### src/rtl/writeback_stage.sv
// MEM/WB pipeline register with load extraction, result selection and a
// retired-instruction counter feeding the register-file write port.
module writeback_stage #(
    parameter int XLEN      = 32,
    parameter int RET_CNT_W = 32
) (
    input  logic                 clk,
    input  logic                 reset,
    input  logic                 StallW,
    input  logic                 FlushW,
    input  logic                 ValidM,
    input  logic                 RegWriteM,
    input  logic [1:0]           ResultSrcM,
    input  logic [2:0]           Funct3M,
    input  logic [XLEN-1:0]      ALUResultM,
    input  logic [XLEN-1:0]      ReadDataM,
    input  logic [XLEN-1:0]      PCPlus4M,
    input  logic [4:0]           RdM,
    output logic                 RegWriteW,
    output logic [4:0]           RdW,
    output logic [XLEN-1:0]      ResultW,
    output logic                 ValidW,
    output logic                 MisalignW,
    output logic [RET_CNT_W-1:0] InstRetW
);

    logic                 valid_q, valid_d;
    logic                 regwrite_q, regwrite_d;
    logic [1:0]           result_src_q, result_src_d;
    logic [2:0]           funct3_q, funct3_d;
    logic [XLEN-1:0]      alu_result_q, alu_result_d;
    logic [XLEN-1:0]      read_data_q, read_data_d;
    logic [XLEN-1:0]      pc_plus4_q, pc_plus4_d;
    logic [4:0]           rd_q, rd_d;
    logic [RET_CNT_W-1:0] instret_q, instret_d;

    logic [1:0]      off_s;
    logic [7:0]      byte_s;
    logic [15:0]     half_s;
    logic            misalign_s;
    logic [XLEN-1:0] load_data_s;
    logic [XLEN-1:0] result_s;

    // Next-state for the pipeline register: flush beats stall, stall beats capture.
    always_comb begin
        valid_d      = valid_q;
        regwrite_d   = regwrite_q;
        result_src_d = result_src_q;
        funct3_d     = funct3_q;
        alu_result_d = alu_result_q;
        read_data_d  = read_data_q;
        pc_plus4_d   = pc_plus4_q;
        rd_d         = rd_q;
        if (FlushW) begin
            valid_d      = 1'b0;
            regwrite_d   = 1'b0;
            result_src_d = 2'b00;
            funct3_d     = 3'b000;
            alu_result_d = {XLEN{1'b0}};
            read_data_d  = {XLEN{1'b0}};
            pc_plus4_d   = {XLEN{1'b0}};
            rd_d         = 5'd0;
        end else if (StallW) begin
            valid_d      = valid_q;
        end else begin
            valid_d      = ValidM;
            regwrite_d   = RegWriteM;
            result_src_d = ResultSrcM;
            funct3_d     = Funct3M;
            alu_result_d = ALUResultM;
            read_data_d  = ReadDataM;
            pc_plus4_d   = PCPlus4M;
            rd_d         = RdM;
        end
    end

    // Retire the current W instruction unless it is stalled or a faulting load.
    always_comb begin
        instret_d = instret_q;
        if (valid_q && !StallW && !misalign_s) begin
            instret_d = instret_q + RET_CNT_W'(1);
        end else begin
            instret_d = instret_q;
        end
    end

    // Byte/halfword lane selection from the registered address offset.
    always_comb begin
        off_s  = alu_result_q[1:0];
        byte_s = 8'd0;
        case (off_s)
            2'd0:    byte_s = read_data_q[7:0];
            2'd1:    byte_s = read_data_q[15:8];
            2'd2:    byte_s = read_data_q[23:16];
            2'd3:    byte_s = read_data_q[31:24];
            default: byte_s = 8'd0;
        endcase
        if (off_s[1]) begin
            half_s = read_data_q[31:16];
        end else begin
            half_s = read_data_q[15:0];
        end
    end

    // Alignment/legality check and extension; faulting loads yield zero.
    always_comb begin
        misalign_s  = 1'b0;
        load_data_s = {XLEN{1'b0}};
        case (funct3_q)
            3'b000:  load_data_s = {{24{byte_s[7]}}, byte_s};
            3'b100:  load_data_s = {24'd0, byte_s};
            3'b001:  begin
                misalign_s  = off_s[0];
                load_data_s = {{16{half_s[15]}}, half_s};
            end
            3'b101:  begin
                misalign_s  = off_s[0];
                load_data_s = {16'd0, half_s};
            end
            3'b010:  begin
                misalign_s  = (off_s != 2'd0);
                load_data_s = read_data_q;
            end
            default: misalign_s = 1'b1;
        endcase
        if (result_src_q != 2'b01) begin
            misalign_s = 1'b0;
        end else if (misalign_s) begin
            load_data_s = {XLEN{1'b0}};
        end else begin
            load_data_s = load_data_s;
        end
    end

    // Writeback source select; the reserved encoding produces zero.
    always_comb begin
        result_s = {XLEN{1'b0}};
        case (result_src_q)
            2'b00:   result_s = alu_result_q;
            2'b01:   result_s = load_data_s;
            2'b10:   result_s = pc_plus4_q;
            default: result_s = {XLEN{1'b0}};
        endcase
    end

    assign RegWriteW = regwrite_q & valid_q & (rd_q != 5'd0) & ~misalign_s &
                       (result_src_q != 2'b11);
    assign RdW       = rd_q;
    assign ResultW   = result_s;
    assign ValidW    = valid_q;
    assign MisalignW = misalign_s;
    assign InstRetW  = instret_q;

    // State registers with asynchronous clear.
    always_ff @(posedge clk or posedge reset) begin
        if (reset) begin
            valid_q      <= 1'b0;
            regwrite_q   <= 1'b0;
            result_src_q <= 2'b00;
            funct3_q     <= 3'b000;
            alu_result_q <= {XLEN{1'b0}};
            read_data_q  <= {XLEN{1'b0}};
            pc_plus4_q   <= {XLEN{1'b0}};
            rd_q         <= 5'd0;
            instret_q    <= {RET_CNT_W{1'b0}};
        end else begin
            valid_q      <= valid_d;
            regwrite_q   <= regwrite_d;
            result_src_q <= result_src_d;
            funct3_q     <= funct3_d;
            alu_result_q <= alu_result_d;
            read_data_q  <= read_data_d;
            pc_plus4_q   <= pc_plus4_d;
            rd_q         <= rd_d;
            instret_q    <= instret_d;
        end
    end

endmodule

### config.mk
export PLATFORM = sky130hd
export DESIGN_NAME = writeback_stage
export DESIGN_NICKNAME = d
export VERILOG_FILES = /design/src/rtl/writeback_stage.sv
export SDC_FILE = /design/constraint.sdc
export NUM_CORES = 1
export LEC_CHECK = 0
export CORE_MARGIN = 4
export CORE_UTILIZATION = 49
export CTS_CLUSTER_DIAMETER = 200
export DETAILED_ROUTE_END_ITERATION = 8
export PLACE_DENSITY = 0.86
export SETUP_SLACK_MARGIN = 0.02
export SLEW_MARGIN = 20
export SYNTH_ARGS = -nofsm -noshare
export SYNTH_HDL_FRONTEND = slang
export SYNTH_SLANG_ARGS = --single-unit
### constraint.sdc
create_clock -name clk -period 6.9 [get_ports clk]
set_clock_uncertainty 0.15 [all_clocks]
set_input_delay 1.38 -clock clk [delete_from_list [all_inputs] [get_ports clk]]
set_output_delay 1.38 -clock clk [all_outputs]
set_load 0.02 [all_outputs]
==> impl_metrics.csv, run 1 <==
group,metric,value,unit
run_status,status,"finished clean",
min_path,hold_path_end,"InstRetW[14]",
power,p_leak,4.172,nW
sta,fin_setup_tns,0,ns
cts,cts_max_path_buffers,2,
finish,final_util,0.6789,
finish,n_fill_cell,1031,
detailed_routing,avgRoutedWirePerCell,19.53,um
cts,cts_max_level,4,
global_route,track_usage,0.2414,
synthesis,synth_cells,618,
critical_path,worstPathRequired,5.37,ns
sta,finalSetupViolations,0,
detailed_routing,drt_iter0_markers,411,
power,ir_drop,148.6,uV
synthesis,ys_ff_latch,140,
sta,drv_slew,0,
cts,cts_tree,"done",
sta,whs,0.3417,ns
synthesis,synthesis.area,6917,um2
cts,clk_pin_slew,0.05,ns
finish,nets,893,
critical_path,worstPathArrival,3.43,ns
power,power.total,2.135,mW
synthesis,ys_types,37,
critical_path,ff2ff_setup_slack,4.53,ns
place,numPortBuffers,183,
finish,drive_above_1_share,0.06582,
critical_path,reg2reg_from,"alu_result_q[1]",
sta,setup_slack,1.936,ns
sta,tightest_slew,0.9609,ns
critical_path,r2r_cells,5,
sta,fmax,0.2014,GHz
global_route,grt_max_degree,109,
cts,root_buffer,"clkbuf_16",
place,post-dp-hpwl,13.30,mm
global_route,grt_overflow,0,
min_path,hold_start,"InstRetW[14]",
detailed_routing,viasPerCell,5.734,
detailed_routing,dr_total_vias,5562,
floorplanning,num_rows,43,
sta,period_share,0.7194,
cts,cts.repair_timing.setup_buffer_count,0,
sta,final.min_clock_period,4.964,ns
global_route,grt_pass1_vias,5933,
floorplanning,io_pins,184,
finish,final_common_cell,"clkdlybuf4s50_1",
detailed_routing,drt-total-wl,18.95,mm
floorplanning,die_y,126.8,um
power,power-per-cell-area,227.4,nW/um2
cts,hold_buffers,0,
place,gp_congestion,0.8400,
min_path,hold_depth,1,
sta,relSlewSlack,0.3573,
cts,tritoncts.num_buffers,17,
synthesis,ys_seq_area_frac,0.5065,
synthesis,synth_warnings,0,
critical_path,crit_type,"register to primary output",
finish,diodes,0,
global_route,grt_first_pass_wirelength,30.65,mm
detailed_routing,ant_nets,0,
detailed_routing,drcViolationCount,0,
place,place_ws,2.338,ns
min_path,hold_path.class,"register to register",
cts,postCtsResizedCells,0,
critical_path,start_kind,"register",
floorplanning,core_area,13830,um2
synthesis,postSynthAreaPerCell,11.19,um2
critical_path,critPathCaptureType,"primary output",
sta,hold_viol_final,0,
floorplanning,fp.dieW,126.8,um
finish,layout_common_cells,"clkdlybuf4s50_1, mux2i_1, dfrtp_1",
cts,cts.sinks,140,
finish,syn_to_final_growth,35.73,%
floorplanning,dieArea,16080,um2
global_route,antenna_found_initial,0,
sta,grt_setup_unrepaired,"no",
cts,clock_latency,0.41,ns
detailed_routing,dr.pass1.iters,5,
critical_path,worstReg2RegEnd,"InstRetW[25]",
floorplanning,start_util,0.5002,
flow_run,max_cap_violations,0,
critical_path,critPathMaxFanout,26,
synthesis,synth.net_count,731,
[registers in the layout, indices dropped and copies added (netlist names)]
register      cells
RdW               5
alu_result_q     32
pc_plus4_q       32
regwrite_q        1
ValidW            1
read_data_q      32
funct3_q          3
result_src_q      2
InstRetW         32
[worst max path at each step]
stage	startpoint	to	slack (ns)
6_report	funct3_q[1]	ResultW[14]	1.94
3_5_place_dp	alu_result_q[1]	ResultW[2]	2.34
4_1_cts	alu_result_q[1]	ResultW[2]	1.88
2_1_floorplan	reset	InstRetW[0]	1.62
3_3_place_gp	alu_result_q[1]	ResultW[1]	2.43
5_1_grt	funct3_q[1]	ResultW[14]	1.70
[through the flow]
step           area, um2  instances
2_1_floorplan       6917        618
3_3_place_gp        8837        941
3_5_place_dp        8837        941
4_1_cts             9379        970
5_1_grt             9388        970
6_report            9388        970
[Yosys cell counts]
cell | n | share of area
and2_1 | 1 | 0.00091
buf_1 | 10 | 0.0054
mux2i_1 | 141 | 0.20
nor2b_1 | 3 | 0.0027
or3_1 | 1 | 0.00091
or4_1 | 1 | 0.0011
clkinv_1 | 1 | 0.00054
xnor2_1 | 27 | 0.034
nand4_1 | 5 | 0.0045
a2111oi_4 | 1 | 0.0040
mux2_2 | 1 | 0.0016
nand2_1 | 11 | 0.0060
a21o_1 | 1 | 0.0011
o2111a_1 | 1 | 0.0016
buf_2 | 10 | 0.0072
ha_1 | 1 | 0.0018
nand3_1 | 21 | 0.015
o41a_1 | 1 | 0.0016
and3_1 | 6 | 0.0054
a221oi_1 | 8 | 0.010
mux4_2 | 8 | 0.026
a22oi_1 | 8 | 0.0087
nor4b_2 | 1 | 0.0022
o41ai_2 | 1 | 0.0024
and2_0 | 1 | 0.00091
nor3_2 | 2 | 0.0029
and4_1 | 5 | 0.0063
clkbuf_1 | 24 | 0.013
o22ai_1 | 32 | 0.029
dfrtp_1 | 140 | 0.51
inv_1 | 3 | 0.0016
a21oi_1 | 17 | 0.012
nor4_4 | 2 | 0.0062
o21ai_0 | 2 | 0.0014
xor2_1 | 4 | 0.0051
nor4_2 | 2 | 0.0036
nor2_1 | 114 | 0.062
[critical path: stages, from the launching register on]
cell	delay (ns)
dfrtp_1	0.49
clkinv_1	0.30
nor3_4	0.87
a21o_1	0.29
a221oi_1	0.14
o22ai_1	0.28
clkdlybuf4s50_1	0.65
[final cells by class]
cell class                 count  area, um2  share of cell area
sequential                   140       3505              0.3733
multi-input combinational    430       3228              0.3439
timing repair buffer         187       1868              0.1990
clock buffer                  28      536.8             0.05718
tap                          180      225.2             0.02399
inverter                       4      20.02            0.002132
clock inverter                 1      5.005           0.0005331
[power by group]
group          leakage [nW]  internal [mW]  switching [mW]
clock network         0.268          0.521           0.321
logic                  2.03          0.189           0.185
registers              1.87          0.868          0.0501
total                  4.17           1.58           0.557
[kinds of logic (layout without fill, tap and decap cells)]
family          after synthesis  in the layout  share of synthesized area
compound gates               72             72                    0.07218
xor+xnor                     31             31                    0.03925
fa+ha+maj                     1              1                   0.001809
buf+inv                      48            220                    0.02786
flops                       140            140                     0.5065
mux                         150            150                     0.2317
simple gates                176            176                     0.1207
[metal layers]
| layer | up-vias | track usage | wire length, um |
|---|---|---|---|
| met2 | 240 | 0.3991 | 9343 |
| met1 | 2755 | 0.3080 | 7798 |
| met4 | 0 | 0.08959 | 462 |
| met3 | 35 | 0.06105 | 1341 |
| met5 | - | 0 | 0 |
| li1 | 2532 | - | - |
(Power assumes the default switching activity.)
==> run 2: changes to the inputs <==
--- a/config.mk
+++ b/config.mk
@@ -6,10 +6,10 @@
 export NUM_CORES = 1
 export LEC_CHECK = 0
 export CORE_MARGIN = 4
-export CORE_UTILIZATION = 49
+export CORE_UTILIZATION = 44
 export CTS_CLUSTER_DIAMETER = 200
 export DETAILED_ROUTE_END_ITERATION = 8
-export PLACE_DENSITY = 0.86
+export PLACE_DENSITY = 0.82
 export SETUP_SLACK_MARGIN = 0.02
 export SLEW_MARGIN = 20
 export SYNTH_ARGS = -nofsm -noshare
==> constraint.sdc (replaced) <==
create_clock -name clk -period 4.05 [get_ports clk]
set_clock_uncertainty 0.15 [all_clocks]
set_input_delay 0.81 -clock clk [delete_from_list [all_inputs] [get_ports clk]]
set_output_delay 0.81 -clock clk [all_outputs]
set_load 0.02 [all_outputs]
==> run 2 against run 1 <==
Against the previous run: non-clock buffer count grew 12; count of clock-buffer cells in the layout shrank 8; cell count grew 4.7%; critical endpoint is now ResultW[11]; critical path depth is the same; register-to-register slack lost 2.8 ns.
==> impl_metrics.csv, run 2 (synthesis results as in run 1) <==
group,metric,value,unit
run_status,status,"finished clean",
sta,grt_setup_unrepaired,"no",
critical_path,crit_type,"register to primary output",
detailed_routing,drcViolationCount,0,
detailed_routing,dr_total_vias,5491,
power,p_int,2.855,mW
place,gp_congestion,0.8650,
critical_path,worstPathRequired,3.09,ns
flow_run,max_cap_violations,0,
sta,tightest_slew,0.8028,ns
floorplanning,die_y,133.4,um
finish,syn_to_final_growth,39.67,%
cts,cts_tree,"done",
global_route,track_usage,0.2191,
power,ir_drop,294.2,uV
power,clock_power_share,0.426,
critical_path,critPathMaxFanout,31,
cts,clock_latency,0.42,ns
sta,period_share,0.9637,
power,p_sw_frac,0.2636,
sta,fmax,0.2562,GHz
detailed_routing,avgRoutedWirePerCell,19.03,um
global_route,grt_max_degree,109,
global_route,grt_first_pass_wirelength,30.50,mm
global_route,grt_pass1_vias,5567,
global_route,grt_overflow,0,
finish,diodes,0,
cts,hold_buffers,0,
power,power-per-cell-area,401.3,nW/um2
detailed_routing,viasPerCell,5.405,
critical_path,cpPeakStageDelay,0.64,ns
finish,layout_common_cells,"clkdlybuf4s50_1, mux2i_1, dfrtp_1",
detailed_routing,ant_nets,0,
cts,clk_pin_slew,0.06,ns
critical_path,worstPathArrival,2.94,ns
finish,nets,905,
place,post-dp-hpwl,13.64,mm
finish,drive_above_1_share,0.08696,
global_route,antenna_found_initial,1,
cts,cts_max_level,4,
detailed_routing,drt-total-wl,19.33,mm
sta,whs,0.3257,ns
power,power.switching,1.022,mW
finish,final_common_cell,"clkdlybuf4s50_1",
critical_path,cp_cell_sequence,"nor4_4 -> nor2_1 -> or3_1 -> buf_4 -> o22ai_1 -> clkdlybuf4s50_1",
place,numPortBuffers,183,
critical_path,crit_slowest_cell,"clkdlybuf4s50_1",
floorplanning,io_pins,184,
cts,cts_max_path_buffers,2,
detailed_routing,dr.pass1.iters,4,
power,p_leak,4.352,nW
cts,tritoncts.num_buffers,17,
floorplanning,fp.dieW,133.4,um
sta,hold_viol_final,0,
min_path,hold_path.class,"register to register",
floorplanning,core_area,15310,um2
cts,root_buffer,"clkbuf_16",
finish,n_fill_cell,1268,
sta,finalSetupViolations,0,
floorplanning,start_util,0.4516,
detailed_routing,drt_iter0_markers,442,
cts,cts.sinks,140,
critical_path,start_kind,"register",
sta,relSlewSlack,0.4648,
floorplanning,dieArea,17790,um2
power,p_seq_frac,0.404,
sta,drv_slew,0,
power,combPwrFrac,0.170,
sta,final.min_clock_period,3.903,ns
floorplanning,num_rows,45,
critical_path,critPathCaptureType,"primary output",
critical_path,cp_top_family,"buffers and inverters",
sta,fin_setup_tns,0,ns
critical_path,crit_buf_inv,2,
run 2: final cells by class:
type                       instances  area (um2)  area share
tap                              211       264.0     0.02733
timing repair buffer             199        2004      0.2075
sequential                       140        3506      0.3629
clock buffer                      20       436.7     0.04520
multi-input combinational        430        3239      0.3353
clock inverter                    12       187.7     0.01943
inverter                           4       22.52    0.002331
run 2: metal layers:
metal / global-route usage / vias up / part of all wire
met3: 0.06571 / 24 / 0.077
met1: 0.2942 / 2695 / 0.44
met5: 0 / - / 0.0010
met4: 0.06914 / 2 / 0.015
met2: 0.3437 / 213 / 0.47
li1: - / 2557 / -
run 2: worst reg2reg max path, stage by stage (launching register included):
cell	delay, ns
dfrtp_1	0.51
nor4_4	0.41
buf_4	0.18
nor4_2	0.07
nor3_2	0.50
nand3_1	0.19
xnor2_1	0.16
run 2: power groups by stage:
stage               logic [mW]  clock network [mW]  registers [mW]
detailed placement       0.655                   0            1.59
global route             0.711                1.74            1.58
global placement         0.647                   0            1.58
finish                   0.660                1.65            1.56
CTS                      0.660                1.68            1.56
floorplan                0.339                   0            1.58
run 2: timing repair:
action,CTS,global route
setup endpoints to repair,4,28
gates resized for setup,1,9
pin swaps,0,2
setup buffers,0,3
run 2: worst paths after layout:
check | start | endpoint | slack, ns | cells after the start
worst max-delay path | funct3_q[2] | ResultW[11] | 0.15 | 6
worst min-delay path | InstRetW[31] | InstRetW[31] | 0.33 | 1
worst max register to register | funct3_q[2] | InstRetW[18] | 1.77 | 6
worst min register to register | InstRetW[31] | InstRetW[31] | 0.33 | 1
max in group asynchronous | reset | alu_result_q[29] | 2.30 | 3
min in group asynchronous | reset | InstRetW[6] | 0.72 | 2
run 2: per-stage QoR:
| stage | instance area [um2] | util | setup WS (ns) | std cells | power, mW |
|---|---|---|---|---|---|
| 3_5_place_dp | 8974 | 0.5859 | 0.4577 | 981 | 2.240 |
| 6_report | 9661 | 0.6308 | 0.1472 | 1016 | 3.876 |
| 2_1_floorplan | 6920 | - | 1.147 | 618 | 1.921 |
| 4_1_cts | 9604 | 0.6271 | 0.02129 | 1013 | 3.897 |
| 3_3_place_gp | 8974 | 0.5859 | 0.4817 | 981 | 2.231 |
| 5_1_grt | 9661 | 0.6308 | 0.0001028 | 1016 | 4.029 |
==> run 3: changes to the inputs <==
--- a/config.mk
+++ b/config.mk
@@ -9,7 +9,7 @@
 export CORE_UTILIZATION = 44
 export CTS_CLUSTER_DIAMETER = 200
 export DETAILED_ROUTE_END_ITERATION = 8
-export PLACE_DENSITY = 0.82
+export PLACE_DENSITY = 0.76
 export SETUP_SLACK_MARGIN = 0.02
 export SLEW_MARGIN = 20
 export SYNTH_ARGS = -nofsm -noshare
==> run 3 against run 2 <==
Against the previous run: maximum frequency shrank 1.0%; total power shrank 4.9%; register-to-register slack lost 0.05 ns; non-clock buffer count shrank 4; final area shrank 1.5%.
==> impl_metrics.csv, run 3 (synthesis results as in run 1) <==
group,metric,value,unit
sta,hold_viol_final,0,
critical_path,start_kind,"register",
global_route,grt_max_degree,141,
floorplanning,start_util,0.4516,
min_path,hold_path.class,"register to register",
place,numPortBuffers,183,
sta,fmax,0.2536,GHz
place,place_ws,0.4677,ns
sta,grt_setup_unrepaired,"no",
cts,root_buffer,"clkbuf_16",
sta,finalSetupViolations,0,
critical_path,worstReg2RegEnd,"InstRetW[25]",
power,power-per-cell-area,387.4,nW/um2
floorplanning,fp.dieW,133.4,um
finish,final_common_cell,"clkdlybuf4s50_1",
finish,drive_above_1_share,0.08250,
detailed_routing,routed-wl-met3,1.908,mm
critical_path,crit_type,"register to primary output",
global_route,grt_first_pass_wirelength,32.11,mm
cts,clk_pin_slew,0.05,ns
critical_path,critical_path.endpoint,"ResultW[20]",
floorplanning,die_y,133.4,um
sta,period_share,0.9735,
power,p_leak,4.220,nW
cts,cts_max_level,4,
critical_path,ff2ff_setup_slack,1.72,ns
power,power.total,3.687,mW
floorplanning,dieArea,17790,um2
detailed_routing,drt_iter0_markers,509,
detailed_routing,ant_nets,0,
place,numPlacedInstances,978,
floorplanning,core_area,15310,um2
detailed_routing,viasPerCell,5.566,
finish,diodes,0,
run_status,status,"finished clean",
detailed_routing,wl_met2,9.983,mm
detailed_routing,top_layer,"met4",
detailed_routing,drcViolationCount,0,
cts,cts.sinks,140,
critical_path,reg2reg_from,"funct3_q[2]",
cts,tritoncts.num_buffers,17,
finish,nets,901,
detailed_routing,drt-total-wl,20.67,mm
finish,layout_common_cells,"clkdlybuf4s50_1, mux2i_1, dfrtp_1",
critical_path,cpPeakStageDelay,0.67,ns
finish,final_util,0.6215,
floorplanning,num_rows,45,
critical_path,worstPathArrival,2.98,ns
sta,relSlewSlack,0.4689,
critical_path,critPathCaptureType,"primary output",
place,dpl_cell_area,8936,um2
place,gp_congestion,0.9071,
cts,cts_max_path_buffers,2,
detailed_routing,dr_total_vias,5627,
critical_path,critPathMaxFanout,32,
power,ir_drop,277.3,uV
sta,setup_slack,0.1073,ns
critical_path,worstPathRequired,3.09,ns
global_route,track_usage,0.2341,
sta,drv_slew,0,
floorplanning,io_pins,184,
cts,cts_tree,"done",
critical_path,critPathLaunch,"funct3_q[2]",
detailed_routing,dr.pass1.iters,6,
cts,clock_latency,0.42,ns
finish,syn_to_final_growth,37.61,%
global_route,grt_overflow,0,
sta,fin_setup_tns,0,ns
sta,tightest_slew,0.7967,ns
global_route,antenna_found_initial,0,
finish,design_area,9518,um2
sta,whs,0.3222,ns
critical_path,cp_cell_sequence,"nor4_4 -> nor2_1 -> or3_1 -> buf_4 -> o22ai_1 -> clkdlybuf4s50_1",
global_route,grt_pass1_vias,5744,
finish,fin_cells,1011,
critical_path,r2r_cells,6,
sta,final.min_clock_period,3.943,ns
critical_path,crit_slowest_cell,"clkdlybuf4s50_1",
flow_run,max_cap_violations,0,
place,post-dp-hpwl,14.64,mm
detailed_routing,m1WireLength,8.376,mm
detailed_routing,avgRoutedWirePerCell,20.44,um
## run 3: changes by cell type in the layout (fill, tap and decap cells not counted), sizes merged
cell | before | now
clkbuf | 20 | 23
inv | 5 | 2
buf | 18 | 15
dlymetal6s2s | 5 | 0
clkdlybuf4s50 | 176 | 180
bufinv | 4 | 1
clkinv | 4 | 6
## run 3: layout make-up
class,instances,area (um2)
Clock inverter,8,67.56
Tap cell,211,264.0
Clock buffer,23,478.0
Sequential cell,140,3506
Timing Repair Buffer,195,1947
Inverter,4,22.52
Fill cell,1241,5797
Multi-Input combinational cell,430,3233
## run 3: critical path: cells and delay by family (launching register included)
family	cells	cell delay, ns
DFF	1	0.51
buffers and inverters	2	0.93
and+or+nand+nor	3	0.79
AOI/OAI and AO/OA	1	0.32
## run 3: how the worst min path moves through the flow
stage                          start                to  cells past startpoint
floorplan           alu_result_q[10]  alu_result_q[10]                      2
global placement        InstRetW[31]      InstRetW[31]                      1
detailed placement      InstRetW[31]      InstRetW[31]                      1
CTS                     InstRetW[31]      InstRetW[31]                      1
global route            InstRetW[31]      InstRetW[31]                      1
finish                  InstRetW[31]      InstRetW[31]                      1
## run 3: routing by layer
layer / GRT usage / up-vias
li1: - / 2546
met1: 0.2968 / 2766
met4: 0.06171 / 0
met5: 0 / -
met3: 0.08308 / 41
met2: 0.3840 / 274
## run 3: timing repair
action / 4_1_cts / 5_1_grt
buffers inserted: 0 / 2
resized for setup: 1 / 3
endpoints found under the setup margin: 2 / 27
hold buffers: 0 / 0
pin swaps: 0 / 1
## run 3: power breakdown
part	leakage, nW	switching [mW]	internal [mW]
combinational	2.08	0.324	0.332
sequential	1.87	0.0964	1.48
clock	0.272	0.573	0.882
